<file path="src/rtl/complex_int_rr_skid_stage_pkg.sv">
// Shared types for the complex-integer register-read stage: op types, buffered entry and flush-range decode.
package complex_rr_pkg;

  localparam int RR_PREG_W   = 7;
  localparam int RR_AL_PTR_W = 6;

  typedef enum logic [1:0] {
    OP_MUL  = 2'd0,
    OP_DIV  = 2'd1,
    OP_REM  = 2'd2,
    OP_RSVD = 2'd3
  } op_type_e;

  typedef struct packed {
    logic [RR_PREG_W-1:0]   src_a;
    logic [RR_PREG_W-1:0]   src_b;
    logic [RR_PREG_W-1:0]   dst;
    logic                   write_reg;
    op_type_e               op_type;
    logic [RR_AL_PTR_W-1:0] al_ptr;
    logic                   replay;
  } rr_entry_t;

  // [head, tail) on a circular pointer space; head==tail is empty unless flush_all.
  function automatic logic in_flush_range(input logic [RR_AL_PTR_W-1:0] p,
                                          input logic [RR_AL_PTR_W-1:0] head,
                                          input logic [RR_AL_PTR_W-1:0] tail,
                                          input logic req, input logic all);
    logic hit;
    if (head < tail)      hit = (p >= head) && (p < tail);
    else if (head > tail) hit = (p >= head) || (p < tail);
    else                  hit = 1'b0;
    return req && (all || hit);
  endfunction

  function automatic logic is_div(input op_type_e op);
    return (op == OP_DIV) || (op == OP_REM);
  endfunction

endpackage

</file>
<file path="src/rtl/complex_int_rr_skid_stage_if.sv">
// Issue/execute/register-file/flush bundle of the complex register-read stage.
interface complex_int_rr_skid_stage_if #(
  parameter int LANES    = 2,
  parameter int PREG_W   = 7,
  parameter int DATA_W   = 32,
  parameter int AL_PTR_W = 6
);
  logic [LANES-1:0]               in_valid, in_ready, in_write_reg, in_replay;
  logic [LANES-1:0][PREG_W-1:0]   in_src_a, in_src_b, in_dst;
  logic [LANES-1:0][1:0]          in_op_type;
  logic [LANES-1:0][AL_PTR_W-1:0] in_al_ptr;
  logic [LANES-1:0][PREG_W-1:0]   rf_src_a, rf_src_b;
  logic [LANES-1:0][DATA_W-1:0]   rf_data_a, rf_data_b;
  logic [LANES-1:0]               out_valid, out_ready, out_write_reg, out_replay;
  logic [LANES-1:0][DATA_W-1:0]   out_operand_a, out_operand_b;
  logic [LANES-1:0][PREG_W-1:0]   out_dst;
  logic [LANES-1:0][1:0]          out_op_type;
  logic [LANES-1:0][AL_PTR_W-1:0] out_al_ptr;
  logic                           flush_req, flush_all;
  logic [AL_PTR_W-1:0]            flush_head, flush_tail;
  logic [LANES-1:0][1:0]          div_cancel_cnt;

  modport slave (
    input  in_valid, in_src_a, in_src_b, in_dst, in_write_reg, in_op_type, in_al_ptr, in_replay,
    input  rf_data_a, rf_data_b, out_ready, flush_req, flush_all, flush_head, flush_tail,
    output in_ready, rf_src_a, rf_src_b, out_valid, out_operand_a, out_operand_b, out_dst,
    output out_write_reg, out_op_type, out_al_ptr, out_replay, div_cancel_cnt
  );

  modport master (
    output in_valid, in_src_a, in_src_b, in_dst, in_write_reg, in_op_type, in_al_ptr, in_replay,
    output rf_data_a, rf_data_b, out_ready, flush_req, flush_all, flush_head, flush_tail,
    input  in_ready, rf_src_a, rf_src_b, out_valid, out_operand_a, out_operand_b, out_dst,
    input  out_write_reg, out_op_type, out_al_ptr, out_replay, div_cancel_cnt
  );
endinterface

</file>
<file path="src/rtl/complex_int_rr_skid_stage_lane_fifo.sv">
// One lane: 2-entry skid FIFO with selective flush, auto-pop of flushed heads and DIV/REM cancel count.
// RSD_RR_PERF_COUNTER_EN adds a per-cycle flushed-op count output.
module complex_rr_lane_fifo
  import complex_rr_pkg::*;
(
  input  logic                   clk,
  input  logic                   rst,
  input  logic                   in_valid,
  input  rr_entry_t              in_ent,
  output logic                   in_ready,
  output rr_entry_t              head_ent,
  output logic                   out_valid,
  input  logic                   out_ready,
  input  logic                   flush_req,
  input  logic                   flush_all,
  input  logic [RR_AL_PTR_W-1:0] flush_head,
  input  logic [RR_AL_PTR_W-1:0] flush_tail,
  output logic [1:0]             div_cancel_cnt
`ifdef RSD_RR_PERF_COUNTER_EN
  ,
  output logic [1:0]             flushed_cnt
`endif
);

  rr_entry_t [1:0] ent_q, ent_d;
  logic [1:0]      vld_q, vld_d;
  logic            head_q, head_d, tail_q, tail_d;
  logic [1:0]      cnt_q, cnt_d, div_q, div_d;
  logic [1:0]      ent_hit;
  logic            in_hit, enq, deq;

  always_comb begin
    for (int i = 0; i < 2; i++)
      ent_hit[i] = vld_q[i] && in_flush_range(ent_q[i].al_ptr, flush_head, flush_tail, flush_req, flush_all);
    in_hit    = in_valid && in_flush_range(in_ent.al_ptr, flush_head, flush_tail, flush_req, flush_all);
    in_ready  = (cnt_q != 2'd2);
    head_ent  = ent_q[head_q];
    out_valid = (cnt_q != 2'd0) && vld_q[head_q] && !ent_hit[head_q];
    // Dead heads drain one per cycle without being offered to execute.
    deq       = (cnt_q != 2'd0) && ((out_valid && out_ready) || !vld_q[head_q]);
    enq       = in_valid && in_ready && !in_hit;

    vld_d  = vld_q & ~ent_hit;
    ent_d  = ent_q;
    head_d = head_q;
    tail_d = tail_q;
    if (deq) begin
      vld_d[head_q] = 1'b0;
      head_d        = ~head_q;
    end
    if (enq) begin
      vld_d[tail_q] = 1'b1;
      ent_d[tail_q] = in_ent;
      tail_d        = ~tail_q;
    end
    cnt_d = cnt_q + {1'b0, enq} - {1'b0, deq};

    div_d = 2'(in_hit && is_div(in_ent.op_type));
    for (int i = 0; i < 2; i++)
      div_d = div_d + 2'(ent_hit[i] && is_div(ent_q[i].op_type));
  end

  assign div_cancel_cnt = div_q;

`ifdef RSD_RR_PERF_COUNTER_EN
  assign flushed_cnt = 2'(in_hit) + 2'(ent_hit[0]) + 2'(ent_hit[1]);
`endif

  always_ff @(posedge clk or negedge rst) begin
    if (!rst) begin
      ent_q  <= '0;
      vld_q  <= '0;
      head_q <= 1'b0;
      tail_q <= 1'b0;
      cnt_q  <= '0;
      div_q  <= '0;
    end else begin
      ent_q  <= ent_d;
      vld_q  <= vld_d;
      head_q <= head_d;
      tail_q <= tail_d;
      cnt_q  <= cnt_d;
      div_q  <= div_d;
    end
  end

endmodule

</file>
<file path="src/rtl/complex_int_rr_skid_stage.sv">
// Complex-integer register-read stage: LANES independent skid FIFOs between issue and execute.
// RSD_RR_PERF_COUNTER_EN adds saturating stall / flushed-op performance counters.
module complex_int_rr_skid_stage
  import complex_rr_pkg::*;
#(
  parameter int LANES    = 2,
  parameter int PREG_W   = RR_PREG_W,
  parameter int DATA_W   = 32,
  parameter int AL_PTR_W = RR_AL_PTR_W
) (
  input  logic clk,
  input  logic rst,
  complex_int_rr_skid_stage_if.slave bus
`ifdef RSD_RR_PERF_COUNTER_EN
  ,
  output logic [31:0] perf_stall_cycles,
  output logic [31:0] perf_flushed_ops
`endif
);

`ifdef RSD_RR_PERF_COUNTER_EN
  logic [LANES-1:0][1:0] lane_flushed;
`endif

  for (genvar l = 0; l < LANES; l++) begin : g_lane
    rr_entry_t in_ent, head_ent;
    logic      ov;

    assign in_ent = '{src_a:     bus.in_src_a[l],
                      src_b:     bus.in_src_b[l],
                      dst:       bus.in_dst[l],
                      write_reg: bus.in_write_reg[l],
                      op_type:   op_type_e'(bus.in_op_type[l]),
                      al_ptr:    bus.in_al_ptr[l],
                      replay:    bus.in_replay[l]};

    complex_rr_lane_fifo u_fifo (
      .clk            (clk),
      .rst            (rst),
      .in_valid       (bus.in_valid[l]),
      .in_ent         (in_ent),
      .in_ready       (bus.in_ready[l]),
      .head_ent       (head_ent),
      .out_valid      (ov),
      .out_ready      (bus.out_ready[l]),
      .flush_req      (bus.flush_req),
      .flush_all      (bus.flush_all),
      .flush_head     (bus.flush_head),
      .flush_tail     (bus.flush_tail),
      .div_cancel_cnt (bus.div_cancel_cnt[l])
`ifdef RSD_RR_PERF_COUNTER_EN
      ,
      .flushed_cnt    (lane_flushed[l])
`endif
    );

    // Operands are re-read every cycle so a waiting op never holds stale data.
    assign bus.rf_src_a[l]      = PREG_W'(head_ent.src_a);
    assign bus.rf_src_b[l]      = PREG_W'(head_ent.src_b);
    assign bus.out_operand_a[l] = DATA_W'(bus.rf_data_a[l]);
    assign bus.out_operand_b[l] = DATA_W'(bus.rf_data_b[l]);
    assign bus.out_valid[l]     = ov;
    assign bus.out_dst[l]       = PREG_W'(head_ent.dst);
    assign bus.out_write_reg[l] = ov && head_ent.write_reg;
    assign bus.out_op_type[l]   = head_ent.op_type;
    assign bus.out_al_ptr[l]    = AL_PTR_W'(head_ent.al_ptr);
    assign bus.out_replay[l]    = head_ent.replay;
  end

`ifdef RSD_RR_PERF_COUNTER_EN
  logic [31:0] stall_q, stall_d, flushed_q, flushed_d;
  logic [32:0] flushed_sum;

  always_comb begin
    flushed_sum = {1'b0, flushed_q};
    for (int l = 0; l < LANES; l++)
      flushed_sum = flushed_sum + 33'(lane_flushed[l]);
    flushed_d = flushed_sum[32] ? '1 : flushed_sum[31:0];
    stall_d   = stall_q;
    if ((|(bus.out_valid & ~bus.out_ready)) && (stall_q != '1))
      stall_d = stall_q + 32'd1;
  end

  always_ff @(posedge clk or negedge rst) begin
    if (!rst) begin
      stall_q   <= '0;
      flushed_q <= '0;
    end else begin
      stall_q   <= stall_d;
      flushed_q <= flushed_d;
    end
  end

  assign perf_stall_cycles = stall_q;
  assign perf_flushed_ops  = flushed_q;
`endif

endmodule

</file>
<file path="src/flat_wrapper.sv">
// flat-port wrapper written by rule: the top's interface ports become plain ports
module complex_int_rr_skid_stage_flat import complex_rr_pkg::*;
#(
  parameter int LANES    = 2,
  parameter int PREG_W   = RR_PREG_W,
  parameter int DATA_W   = 32,
  parameter int AL_PTR_W = RR_AL_PTR_W
)
  (clk, rst, bus_in_valid, bus_in_src_a, bus_in_src_b, bus_in_dst, bus_in_write_reg, bus_in_op_type, bus_in_al_ptr, bus_in_replay, bus_rf_data_a, bus_rf_data_b, bus_out_ready, bus_flush_req, bus_flush_all, bus_flush_head, bus_flush_tail, bus_in_ready, bus_rf_src_a, bus_rf_src_b, bus_out_valid, bus_out_operand_a, bus_out_operand_b, bus_out_dst, bus_out_write_reg, bus_out_op_type, bus_out_al_ptr, bus_out_replay, bus_div_cancel_cnt);
  complex_int_rr_skid_stage_if #(.LANES(LANES), .PREG_W(PREG_W), .DATA_W(DATA_W), .AL_PTR_W(AL_PTR_W)) bus_i ();
  input  logic clk;
  input  logic rst;
  input wire logic [$bits(bus_i.in_valid)-1:0] bus_in_valid;
  input wire logic [$bits(bus_i.in_src_a)-1:0] bus_in_src_a;
  input wire logic [$bits(bus_i.in_src_b)-1:0] bus_in_src_b;
  input wire logic [$bits(bus_i.in_dst)-1:0] bus_in_dst;
  input wire logic [$bits(bus_i.in_write_reg)-1:0] bus_in_write_reg;
  input wire logic [$bits(bus_i.in_op_type)-1:0] bus_in_op_type;
  input wire logic [$bits(bus_i.in_al_ptr)-1:0] bus_in_al_ptr;
  input wire logic [$bits(bus_i.in_replay)-1:0] bus_in_replay;
  input wire logic [$bits(bus_i.rf_data_a)-1:0] bus_rf_data_a;
  input wire logic [$bits(bus_i.rf_data_b)-1:0] bus_rf_data_b;
  input wire logic [$bits(bus_i.out_ready)-1:0] bus_out_ready;
  input wire logic [$bits(bus_i.flush_req)-1:0] bus_flush_req;
  input wire logic [$bits(bus_i.flush_all)-1:0] bus_flush_all;
  input wire logic [$bits(bus_i.flush_head)-1:0] bus_flush_head;
  input wire logic [$bits(bus_i.flush_tail)-1:0] bus_flush_tail;
  output wire logic [$bits(bus_i.in_ready)-1:0] bus_in_ready;
  output wire logic [$bits(bus_i.rf_src_a)-1:0] bus_rf_src_a;
  output wire logic [$bits(bus_i.rf_src_b)-1:0] bus_rf_src_b;
  output wire logic [$bits(bus_i.out_valid)-1:0] bus_out_valid;
  output wire logic [$bits(bus_i.out_operand_a)-1:0] bus_out_operand_a;
  output wire logic [$bits(bus_i.out_operand_b)-1:0] bus_out_operand_b;
  output wire logic [$bits(bus_i.out_dst)-1:0] bus_out_dst;
  output wire logic [$bits(bus_i.out_write_reg)-1:0] bus_out_write_reg;
  output wire logic [$bits(bus_i.out_op_type)-1:0] bus_out_op_type;
  output wire logic [$bits(bus_i.out_al_ptr)-1:0] bus_out_al_ptr;
  output wire logic [$bits(bus_i.out_replay)-1:0] bus_out_replay;
  output wire logic [$bits(bus_i.div_cancel_cnt)-1:0] bus_div_cancel_cnt;
  assign bus_i.in_valid = bus_in_valid;
  assign bus_i.in_src_a = bus_in_src_a;
  assign bus_i.in_src_b = bus_in_src_b;
  assign bus_i.in_dst = bus_in_dst;
  assign bus_i.in_write_reg = bus_in_write_reg;
  assign bus_i.in_op_type = bus_in_op_type;
  assign bus_i.in_al_ptr = bus_in_al_ptr;
  assign bus_i.in_replay = bus_in_replay;
  assign bus_i.rf_data_a = bus_rf_data_a;
  assign bus_i.rf_data_b = bus_rf_data_b;
  assign bus_i.out_ready = bus_out_ready;
  assign bus_i.flush_req = bus_flush_req;
  assign bus_i.flush_all = bus_flush_all;
  assign bus_i.flush_head = bus_flush_head;
  assign bus_i.flush_tail = bus_flush_tail;
  assign bus_in_ready = bus_i.in_ready;
  assign bus_rf_src_a = bus_i.rf_src_a;
  assign bus_rf_src_b = bus_i.rf_src_b;
  assign bus_out_valid = bus_i.out_valid;
  assign bus_out_operand_a = bus_i.out_operand_a;
  assign bus_out_operand_b = bus_i.out_operand_b;
  assign bus_out_dst = bus_i.out_dst;
  assign bus_out_write_reg = bus_i.out_write_reg;
  assign bus_out_op_type = bus_i.out_op_type;
  assign bus_out_al_ptr = bus_i.out_al_ptr;
  assign bus_out_replay = bus_i.out_replay;
  assign bus_div_cancel_cnt = bus_i.div_cancel_cnt;
  complex_int_rr_skid_stage #(.LANES(LANES), .PREG_W(PREG_W), .DATA_W(DATA_W), .AL_PTR_W(AL_PTR_W)) u_core (.clk(clk), .rst(rst), .bus(bus_i));
endmodule
</file>
<file path="config.mk">
export PLATFORM = sky130hd
export DESIGN_NAME = complex_int_rr_skid_stage_flat
export DESIGN_NICKNAME = d
export VERILOG_FILES = /design/src/rtl/complex_int_rr_skid_stage_pkg.sv /design/src/rtl/complex_int_rr_skid_stage_if.sv /design/src/rtl/complex_int_rr_skid_stage_lane_fifo.sv /design/src/rtl/complex_int_rr_skid_stage.sv /design/src/flat_wrapper.sv
export SDC_FILE = /design/constraint.sdc
export NUM_CORES = 1
export LEC_CHECK = 0
export CAP_MARGIN = 20
export CORE_AREA = 4 4 155 157
export DETAILED_ROUTE_END_ITERATION = 8
export DIE_AREA = 0 0 159 161
export PLACE_DENSITY = 0.74
export REMOVE_ABC_BUFFERS = 1
export SETUP_SLACK_MARGIN = 0.2
export SKIP_CTS_REPAIR_TIMING = 1
export SLEW_MARGIN = 20
export SYNTH_ARGS = -nofsm -noshare
export SYNTH_HDL_FRONTEND = slang
export SYNTH_SLANG_ARGS = --single-unit
</file>
<file path="constraint.sdc">
create_clock -name clk -period 5.1 [get_ports clk]
set_input_delay 1.02 -clock clk [delete_from_list [all_inputs] [get_ports clk]]
set_output_delay 1.02 -clock clk [all_outputs]
set_load 0.01 [all_outputs]
</file>
=== Word-level counts from Yosys, hierarchy flattened ===
Index checks and enable logic that the tools add are counted.
Widths: inputs -> output; s select.

* Register bits: 140
* Input bits: 210
* Logic and storage cells: 208
* Output and inout port bits: 198

* Reductions and logical operators: 70
* Multiplexer cells: 42
* Add/subtract/negate cells: 8
* Eq/ne operators: 14
* $lt $le $gt $ge: 22
* Bitwise operators: 14

{| class="wikitable"
|+ Operators by type and width
! kind !! number
|-
| $mux 31 || 6
|-
| $bwmux 62 || 2
|-
| $demux 31 s1 || 2
|-
| $logic_and 1x1->1 || 42
|-
| $lt 6x6->1 || 7
|-
| $ge 6x6->1 || 6
|-
| $mux 1 || 24
|-
| $logic_or 1x1->1 || 20
|-
| $eq 2x1->1 const B || 6
|-
| $eq 2x2->1 const B || 6
|-
| $add 2x1->2 || 4
|-
| $and 2x2->2 || 4
|-
| $lt 1x2->1 const B || 4
|-
| $mux 2 || 4
|-
| $not 2->2 || 4
|-
| $gt 6x6->1 || 1
|-
| $logic_not 1->1 || 6
|-
| $add 1x1->2 || 2
|-
| $demux 1 s1 || 4
|-
| $ge 1x1->1 const B || 4
|-
| $ne 2x2->1 const B || 2
|-
| $not 1->1 || 4
|-
| $or 2x2->2 || 2
|-
| $reduce_bool 2->1 || 2
|-
| $sub 2x1->2 || 2
|}

=== Depth between registers and ports, before layout ===
Gate-level depths: netlist (run 1).

* Depth after elaboration: 17
* Gate-level depth with buffers: 14
* Mapped depth without buffers: 14

=== Modules after synthesis ===
From an unflattened synthesis (run 1), not the netlist that was laid out.

* Cells, all modules: 809
* Area, all modules: 9422.8 sq um

{| class="wikitable"
|+ Modules (own cells, without submodules)
! module !! sequential area each (sq um) !! times used !! area an instance (sq um) !! cells each
|-
| complex_rr_lane_fifo (u_core.g_lane[0].u_fifo) || 1751.7 || 1 || 4241.6 || 343
|-
| complex_rr_lane_fifo (u_core.g_lane[1].u_fifo) || 1751.7 || 1 || 4192.8 || 334
|-
| complex_int_rr_skid_stage || 0.0 || 1 || 988.4 || 132
|}

=== Worst setup path after synthesis (run 1) ===
OpenSTA, ideal clock, no wires.

* Path kind: in2out
* Start point: input bus_flush_tail[3]
* End point: output bus_out_valid[0]
* Arrival time: 3219 ps
* Setup slack: 861 ps
* Path buffers: 1
* Required time: 4080 ps
* Stages on the path: 10
* Path through: inv_1 -> ha_1 -> a211o_1 -> a21o_1 -> o21a_2 -> a21oi_1 -> o221ai_1 -> or3b_2 -> o31ai_1 -> buf_4

* Word-level cells in the longest chain between the ends: 11
* Elaborated cells between the ends (all ways): 22

{| class="wikitable"
|+ RTL lines
! item !! RTL line !! text
|-
| from (decl) || flat_wrapper.sv:27 || <nowiki>input wire logic [$bits(bus_i.flush_tail)-1:0] bus_flush_tail;</nowiki>
|-
| $lt 6x6->1 || complex_int_rr_skid_stage_pkg.sv:30, complex_int_rr_skid_stage_pkg.sv:31 ||
|-
| $logic_or 1x1->1 || complex_int_rr_skid_stage_pkg.sv:31 || <nowiki>else if (head > tail) hit = (p >= head) || (p < tail);</nowiki>
|-
| $mux 1 || complex_int_rr_skid_stage_pkg.sv:31 ||
|-
| $mux 1 || complex_int_rr_skid_stage_pkg.sv:30 || <nowiki>if (head < tail) hit = (p >= head) && (p < tail);</nowiki>
|-
| $logic_or 1x1->1 || complex_int_rr_skid_stage_pkg.sv:33 || <nowiki>return req && (all || hit);</nowiki>
|-
| $logic_and 1x1->1 || complex_int_rr_skid_stage_pkg.sv:33 ||
|-
| $logic_and 1x1->1 || complex_int_rr_skid_stage_lane_fifo.sv:34 || <nowiki>ent_hit[i] = vld_q[i] && in_flush_range(ent_q[i].al_ptr, flush_head, flush_tail, flush_req, flush_all);</nowiki>
|-
| $mux 1 (implied by the code) (*) (2 in series) || complex_int_rr_skid_stage_lane_fifo.sv:38 || <nowiki>out_valid = (cnt_q != 2'd0) && vld_q[head_q] && !ent_hit[head_q];</nowiki>
|-
| $logic_not 1->1 (*) || complex_int_rr_skid_stage_lane_fifo.sv:38 ||
|-
| $logic_and 1x1->1 (*) || complex_int_rr_skid_stage_lane_fifo.sv:38 ||
|-
| to (decl) || flat_wrapper.sv:31 || <nowiki>output wire logic [$bits(bus_i.out_valid)-1:0] bus_out_valid;</nowiki>
|}

Mark *: on every way between the ends. The rest lies on a longest branch, timed or not. The select of a mux whose other input is x is not followed.

=== Final worst setup path (run 1) ===
Ends and elaborated chain as after synthesis.

==> impl_metrics.ini, run 1 <==
[worst_setup_path]
r2r_slack_ns = 1.63
timing.rr.end = u_core.g_lane[1].u_fifo.cnt_q[1]$_DFF_PN0_
crit_end = bus_out_valid[0]
required_ns = 4.08
start_kind = primary input
crit_type = primary input to output pin
r2r-start = u_core.g_lane[1].u_fifo.ent_q[32]$_DFFE_PN0P_
slowest_stage = or3b_2
crit_arrival_ns = 3.85
cp_cell_sequence = clkdlybuf4s50_1 -> inv_1 -> ha_1 -> a211o_1 -> a21o_1 -> o21a_2 -> a21oi_1 -> o221ai_1 -> or3b_2 -> o31ai_1 -> dlymetal6s2s_1
crit_path_end_kind = output pin
cp_max_fo = 3
cpPeakStageDelay_ns = 0.47
path_delay_family = compound AO/OA/AOI/OAI gates
critPathLaunch = bus_flush_tail[3]
cp.depth = 11
rr_worst_depth = 15
cp_num_buf_inv = 3

[floorplan]
chipHeight_um = 161
die_area_um2 = 25600
start_util_pct = 40.3
core_um2 = 22500
row_count = 55
die_w_um = 159
io-pin-count = 408

[global_route]
grt_pass1_vias = 6437
grt_usage_pct = 33.2
grt_max_degree = 110
antenna_found_initial = 1
gr-total-overflow = 0
grt_pass1_wl_um = 57600

[detailed_routing]
wl_um = 42700
vias = 6095
wirelength_met1_um = 10100
drc_errors = 0
highest_layer = met5
dr_wl_met2_um = 19900
via_per_inst = 5.42
met3_length_um = 10600
ant_nets = 0
wl_per_cell_um = 38.0
drt_iter0_drc = 259
drtPass1Iterations = 4

[synth]
yosysWarnings = 0
synth_cell_types = 59
async_reset_ff_share_pct = 100
syn_area_um2 = 9060
syn_avg_cell_area_um2 = 11.7
ys_seq_area_share_pct = 38.7
synth_ff_type = dfrtp_1
synthCells = 776
ys_ff_latch = 140
synth_edf_count = 0

[hold_path]
whs_path_depth = 1
holdCritPathClass = flop to flop

[clocking]
clk_latency_ns = 0.42
cts_tree = built
clk_path_buf_depth = 2
h-tree-depth = 4
cts_sinks = 140
cts.clk_slew.worst_paths_ns = 0.06
clockRootBuffer = clkbuf_16
cts_buffers = 17

[timing]
setup_viol = 0
hold_viol = 0
fin_tns_setup_ns = 0
period_share_pct = 95.5
fmax_mhz = 205
worstMarginPinSlew_ns = 0.963
layout_min_cycle_time_ns = 4.87
rsz0062_at_grt = true
relSlewSlack_pct = 35.8
drv_slew = 0
fin_skew_ns = 0.00919

[cells_and_area]
layout-drive-gt1-share_pct = 28.2
final_cell_mix = mux2_2 (152), clkdlybuf4s50_1 (146), dfrtp_1 (139)
post_layout_nonfiller_instances = 1125
final_common_cell = mux2_2
syn2layout_area_growth_pct = 18.0
final_core_util_pct = 47.5
nets = 1113

[place]
routabilityCongestion = 0.961
io_buffers = 151
hpwl_um = 36900
dp_cells = 1089

[power]
seq_power_share_pct = 32.1
p_leak_nw = 4.68
switching_share_pct = 34.3
ir_drop_uv = 315
p_int_mw = 4.32
power_switching_mw = 2.25
power_frac_clock_pct = 18.7
p_per_area_nw_per_um2 = 614
power_frac_comb_pct = 49.2

[status]
status = finished clean

[flow_run]
max-cap-violations = 0
==> logic make-up (layout without fill, tap and decap cells) <==
| family | Yosys count | in the layout | synth area share, % |
|---|---|---|---|
| flip-flops | 140 | 140 | 38.7 |
| other | 0 | 2 | 0 |
| buffers and inverters | 182 | 244 | 13.8 |
| AND/OR/NAND/NOR | 83 | 83 | 4.87 |
| multiplexers | 183 | 183 | 22.7 |
| adder cells (fa/ha/maj) | 78 | 78 | 10.9 |
| AO/OA/AOI/OAI | 99 | 99 | 7.99 |
| XOR/XNOR | 11 | 11 | 1.06 |
==> routing by layer <==
metal	track usage, %	vias up
met5	9.85	-
met4	11.2	6
met3	39.1	54
met2	54.2	462
met1	22.9	2836
li1	-	2737
==> worst min path at each step <==
stage                                                  start                                            end  slack, ns
2_1_floorplan  u_core.g_lane[1].u_fifo.ent_q[41]$_DFFE_PN0P_  u_core.g_lane[1].u_fifo.ent_q[41]$_DFFE_PN0P_       0.45
3_3_place_gp   u_core.g_lane[1].u_fifo.ent_q[20]$_DFFE_PN0P_  u_core.g_lane[1].u_fifo.ent_q[20]$_DFFE_PN0P_       0.46
3_5_place_dp   u_core.g_lane[1].u_fifo.ent_q[21]$_DFFE_PN0P_  u_core.g_lane[1].u_fifo.ent_q[21]$_DFFE_PN0P_       0.47
4_1_cts        u_core.g_lane[1].u_fifo.ent_q[58]$_DFFE_PN0P_  u_core.g_lane[1].u_fifo.ent_q[58]$_DFFE_PN0P_       0.49
5_1_grt        u_core.g_lane[1].u_fifo.ent_q[30]$_DFFE_PN0P_  u_core.g_lane[1].u_fifo.ent_q[30]$_DFFE_PN0P_       0.49
6_report       u_core.g_lane[1].u_fifo.ent_q[58]$_DFFE_PN0P_  u_core.g_lane[1].u_fifo.ent_q[58]$_DFFE_PN0P_       0.48
==> worst register-to-register path, cell delays in order (launching register included) <==
cell and delay (ns):
dfrtp_1 0.38, inv_1 0.08, ha_1 0.22, nand2b_1 0.14
a2111oi_1 0.49, o31ai_1 0.20, a21oi_1 0.17, o22ai_1 0.15
buf_4 0.18, or4b_2 0.60, nand3_1 0.10, ha_1 0.23
inv_1 0.06, ha_1 0.15, xnor2_1 0.13, xnor2_1 0.13
==> area by class of cell <==
cell class                 count  area, µm²
sequential                   140       3500
timing repair buffer         185       1810
fill                        2037      11800
clock inverter                 9       83.8
multi-input combinational    454       4340
clock buffer                  23        498
antenna                        2       5.00
inverter                      27        101
tap                          285        357
==> power by group through the flow <==
| stage | sequential (mW) | combinational, mW | clock, mW |
|---|---|---|---|
| floorplan | 2.01 | 1.86 | 0 |
| global placement | 2.09 | 3.15 | 0 |
| detailed placement | 2.12 | 3.21 | 0 |
| CTS | 2.10 | 3.23 | 1.25 |
| global route | 2.19 | 3.53 | 1.30 |
| finish | 2.11 | 3.23 | 1.23 |
==> state kept, by name, summed over array words and instances, names as in the netlist <==
name / cells
u_core.g_lane.u_fifo.vld_q: 4
u_core.g_lane.u_fifo.div_cancel_cnt: 4
u_core.g_lane.u_fifo.head_q: 2
u_core.g_lane.u_fifo.tail_q: 2
u_core.g_lane.u_fifo.cnt_q: 4
u_core.g_lane.u_fifo.ent_q: 124
==> cells in the mapped netlist, types with 13 or more instances <==
cell type / n / area share [%]
mux2_2: 152 / 19
dfrtp_1: 140 / 39
buf_4: 132 / 11
ha_1: 76 / 10
inv_1: 27 / 1.1
mux2_1: 26 / 3.2
o21ai_0: 20 / 1.1
nand2_1: 16 / 0.66
nor2_1: 16 / 0.66
a21oi_1: 15 / 0.83
nand2b_1: 13 / 0.90
==> metrics by stage <==
stage	area [µm²]	power, mW	setup slack [ns]	hold WS (ns)
finish	10700	6.57	0.227	0.483
floorplan	7910	3.87	0.963	0.452
CTS	10600	6.58	-0.128	0.488
global placement	10000	5.24	-0.0522	0.463
detailed placement	10000	5.32	-0.103	0.473
global route	10700	7.02	0.0648	0.491
No activity file was read; power rests on OpenSTA's default activity.
==> run 2: changes to the inputs <==
--- a/config.mk
+++ b/config.mk
@@ -7,9 +7,10 @@
 export LEC_CHECK = 0
 export CAP_MARGIN = 20
 export CORE_AREA = 4 4 155 157
+export CTS_CLUSTER_DIAMETER = 80
 export DETAILED_ROUTE_END_ITERATION = 8
 export DIE_AREA = 0 0 159 161
-export PLACE_DENSITY = 0.74
+export PLACE_DENSITY = 0.77
 export REMOVE_ABC_BUFFERS = 1
 export SETUP_SLACK_MARGIN = 0.2
 export SKIP_CTS_REPAIR_TIMING = 1
==> run 2 against run 1 <==
  * Register-to-register slack worse by 0.06 ns
  * Setup slack better by 0.096 ns
  * Critical endpoint unchanged
  * Worst hold slack better by 0.0019 ns
  * Critical path depth unchanged
  * Largest cell class unchanged
  * Clock skew down 0.00065 ns
  * Cell area down 0.71%
  * Clock power about the same
  * Total power down 0.43%
==> impl_metrics.ini, run 2 (synthesis results as in run 1) <==
[floorplan]
row_count = 55
core_um2 = 22500
die_w_um = 159
chipHeight_um = 161
die_area_um2 = 25600
io-pin-count = 408
start_util_pct = 40.3

[detailed_routing]
drt_iter0_drc = 342
wl_um = 42400
ant_nets = 0
vias = 6140
drtPass1Iterations = 5
wl_per_cell_um = 37.9
drc_errors = 0
via_per_inst = 5.49

[clocking]
cts_tree = built
h-tree-depth = 4
clk_path_buf_depth = 2
cts_buffers = 17
clk_latency_ns = 0.41
cts_sinks = 140
clockRootBuffer = clkbuf_16
cts.clk_slew.worst_paths_ns = 0.06

[cells_and_area]
final_common_cell = mux2_2
syn2layout_area_growth_pct = 17.1
largest_register_ff_count = 124
final_cell_mix = mux2_2 (152), clkdlybuf4s50_1 (146), dfrtp_1 (139)
layout-drive-gt1-share_pct = 27.4
post_layout_nonfiller_instances = 1118
nets = 1108
top_register = u_core.g_lane.u_fifo.ent_q
fin_area_um2 = 10600

[timing]
layout_min_cycle_time_ns = 4.78
holdWs_ns = 0.485
rsz0062_at_grt = true
fmax_mhz = 209
worstMarginPinSlew_ns = 1.01
relSlewSlack_pct = 32.6
fin_skew_ns = 0.00854
drv_slew = 0
hold_viol = 0
setup_ws_ns = 0.324
setup_viol = 0
period_share_pct = 93.7

[global_route]
gr-total-overflow = 0
antenna_found_initial = 0
grt_pass1_vias = 6441
grt_pass1_wl_um = 57400
grt_usage_pct = 32.9
grt_max_degree = 108

[place]
dp_cells = 1086
post-place-ws_ns = -0.0738
routabilityCongestion = 0.959
place_area_um2 = 10000
hpwl_um = 36800
io_buffers = 151

[status]
status = finished clean

[worst_setup_path]
r2r_slack_ns = 1.57
crit_type = primary input to output pin
crit_arrival_ns = 3.76
start_kind = primary input
crit_path_end_kind = output pin
cp_max_fo = 3
required_ns = 4.08

[power]
ir_drop_uv = 320
p_per_area_nw_per_um2 = 616
p_leak_nw = 4.64
total_power_mw = 6.54

[flow_run]
max-cap-violations = 0

[hold_path]
holdCritPathClass = flop to flop
==> run 2: changes by cell type in the layout (fill, tap and decap cells not counted), moves of 2 or more <==
cell,delta
clkinv_2,-2
buf_4,-3
buf_12,-2
clkbuf_8,-3
clkinv_4,+2
==> run 2: final timing paths <==
kind	start	endpoint	cells after the start
max	bus_flush_tail[3]	bus_out_valid[0]	11
min	u_core.g_lane[1].u_fifo.ent_q[28]$_DFFE_PN0P_	u_core.g_lane[1].u_fifo.ent_q[28]$_DFFE_PN0P_	1
max reg2reg	u_core.g_lane[1].u_fifo.ent_q[32]$_DFFE_PN0P_	u_core.g_lane[1].u_fifo.cnt_q[1]$_DFF_PN0_	15
min reg2reg	u_core.g_lane[1].u_fifo.ent_q[28]$_DFFE_PN0P_	u_core.g_lane[1].u_fifo.ent_q[28]$_DFFE_PN0P_	1
max in group asynchronous	rst	u_core.g_lane[1].u_fifo.ent_q[6]$_DFFE_PN0P_	2
min in group asynchronous	rst	u_core.g_lane[1].u_fifo.ent_q[17]$_DFFE_PN0P_	1
==> run 2: power breakdown <==
group | total (mW) | leakage [nW] | internal (mW) | switching [mW]
clock network | 1.23 | 0.287 | 0.759 | 0.475
registers | 2.11 | 1.66 | 1.68 | 0.429
logic | 3.20 | 2.69 | 1.88 | 1.32
==> run 2: stage by stage <==
step	TNS, ns	util [%]
2_1_floorplan	0	-
3_5_place_dp	-0.155	44.4
5_1_grt	0	47.2
4_1_cts	-0.232	47.1
6_report	0	47.2
3_3_place_gp	-0.113	44.4
==> run 2: area by class of cell <==
type | instances | area (µm²)
Clock buffer | 22 | 474
Timing Repair Buffer | 180 | 1740
Antenna cell | 1 | 2.50
Tap cell | 285 | 357
Multi-Input combinational cell | 454 | 4320
Clock inverter | 9 | 113
Inverter | 27 | 101
Fill cell | 2021 | 11900
Sequential cell | 140 | 3500
==> run 2: metal layers <==
layer	track usage (%)	wire (µm)	vias up	share of wire, %
li1	-	-	2731	-
met1	22.9	10200	2891	24
met2	54.2	20000	459	47
met3	38.4	10500	53	25
met4	10.7	1430	6	3.4
met5	7.58	284	-	0.67
==> run 2: critical path: stages <==
cell and delay, ns:
clkdlybuf4s50_1 0.45, inv_1 0.07, ha_1 0.32, a211o_1 0.32
a21o_1 0.20, o21a_2 0.22, a21oi_1 0.17, o221ai_1 0.21
or3b_2 0.47, o31ai_1 0.08, dlymetal6s2s_1 0.22
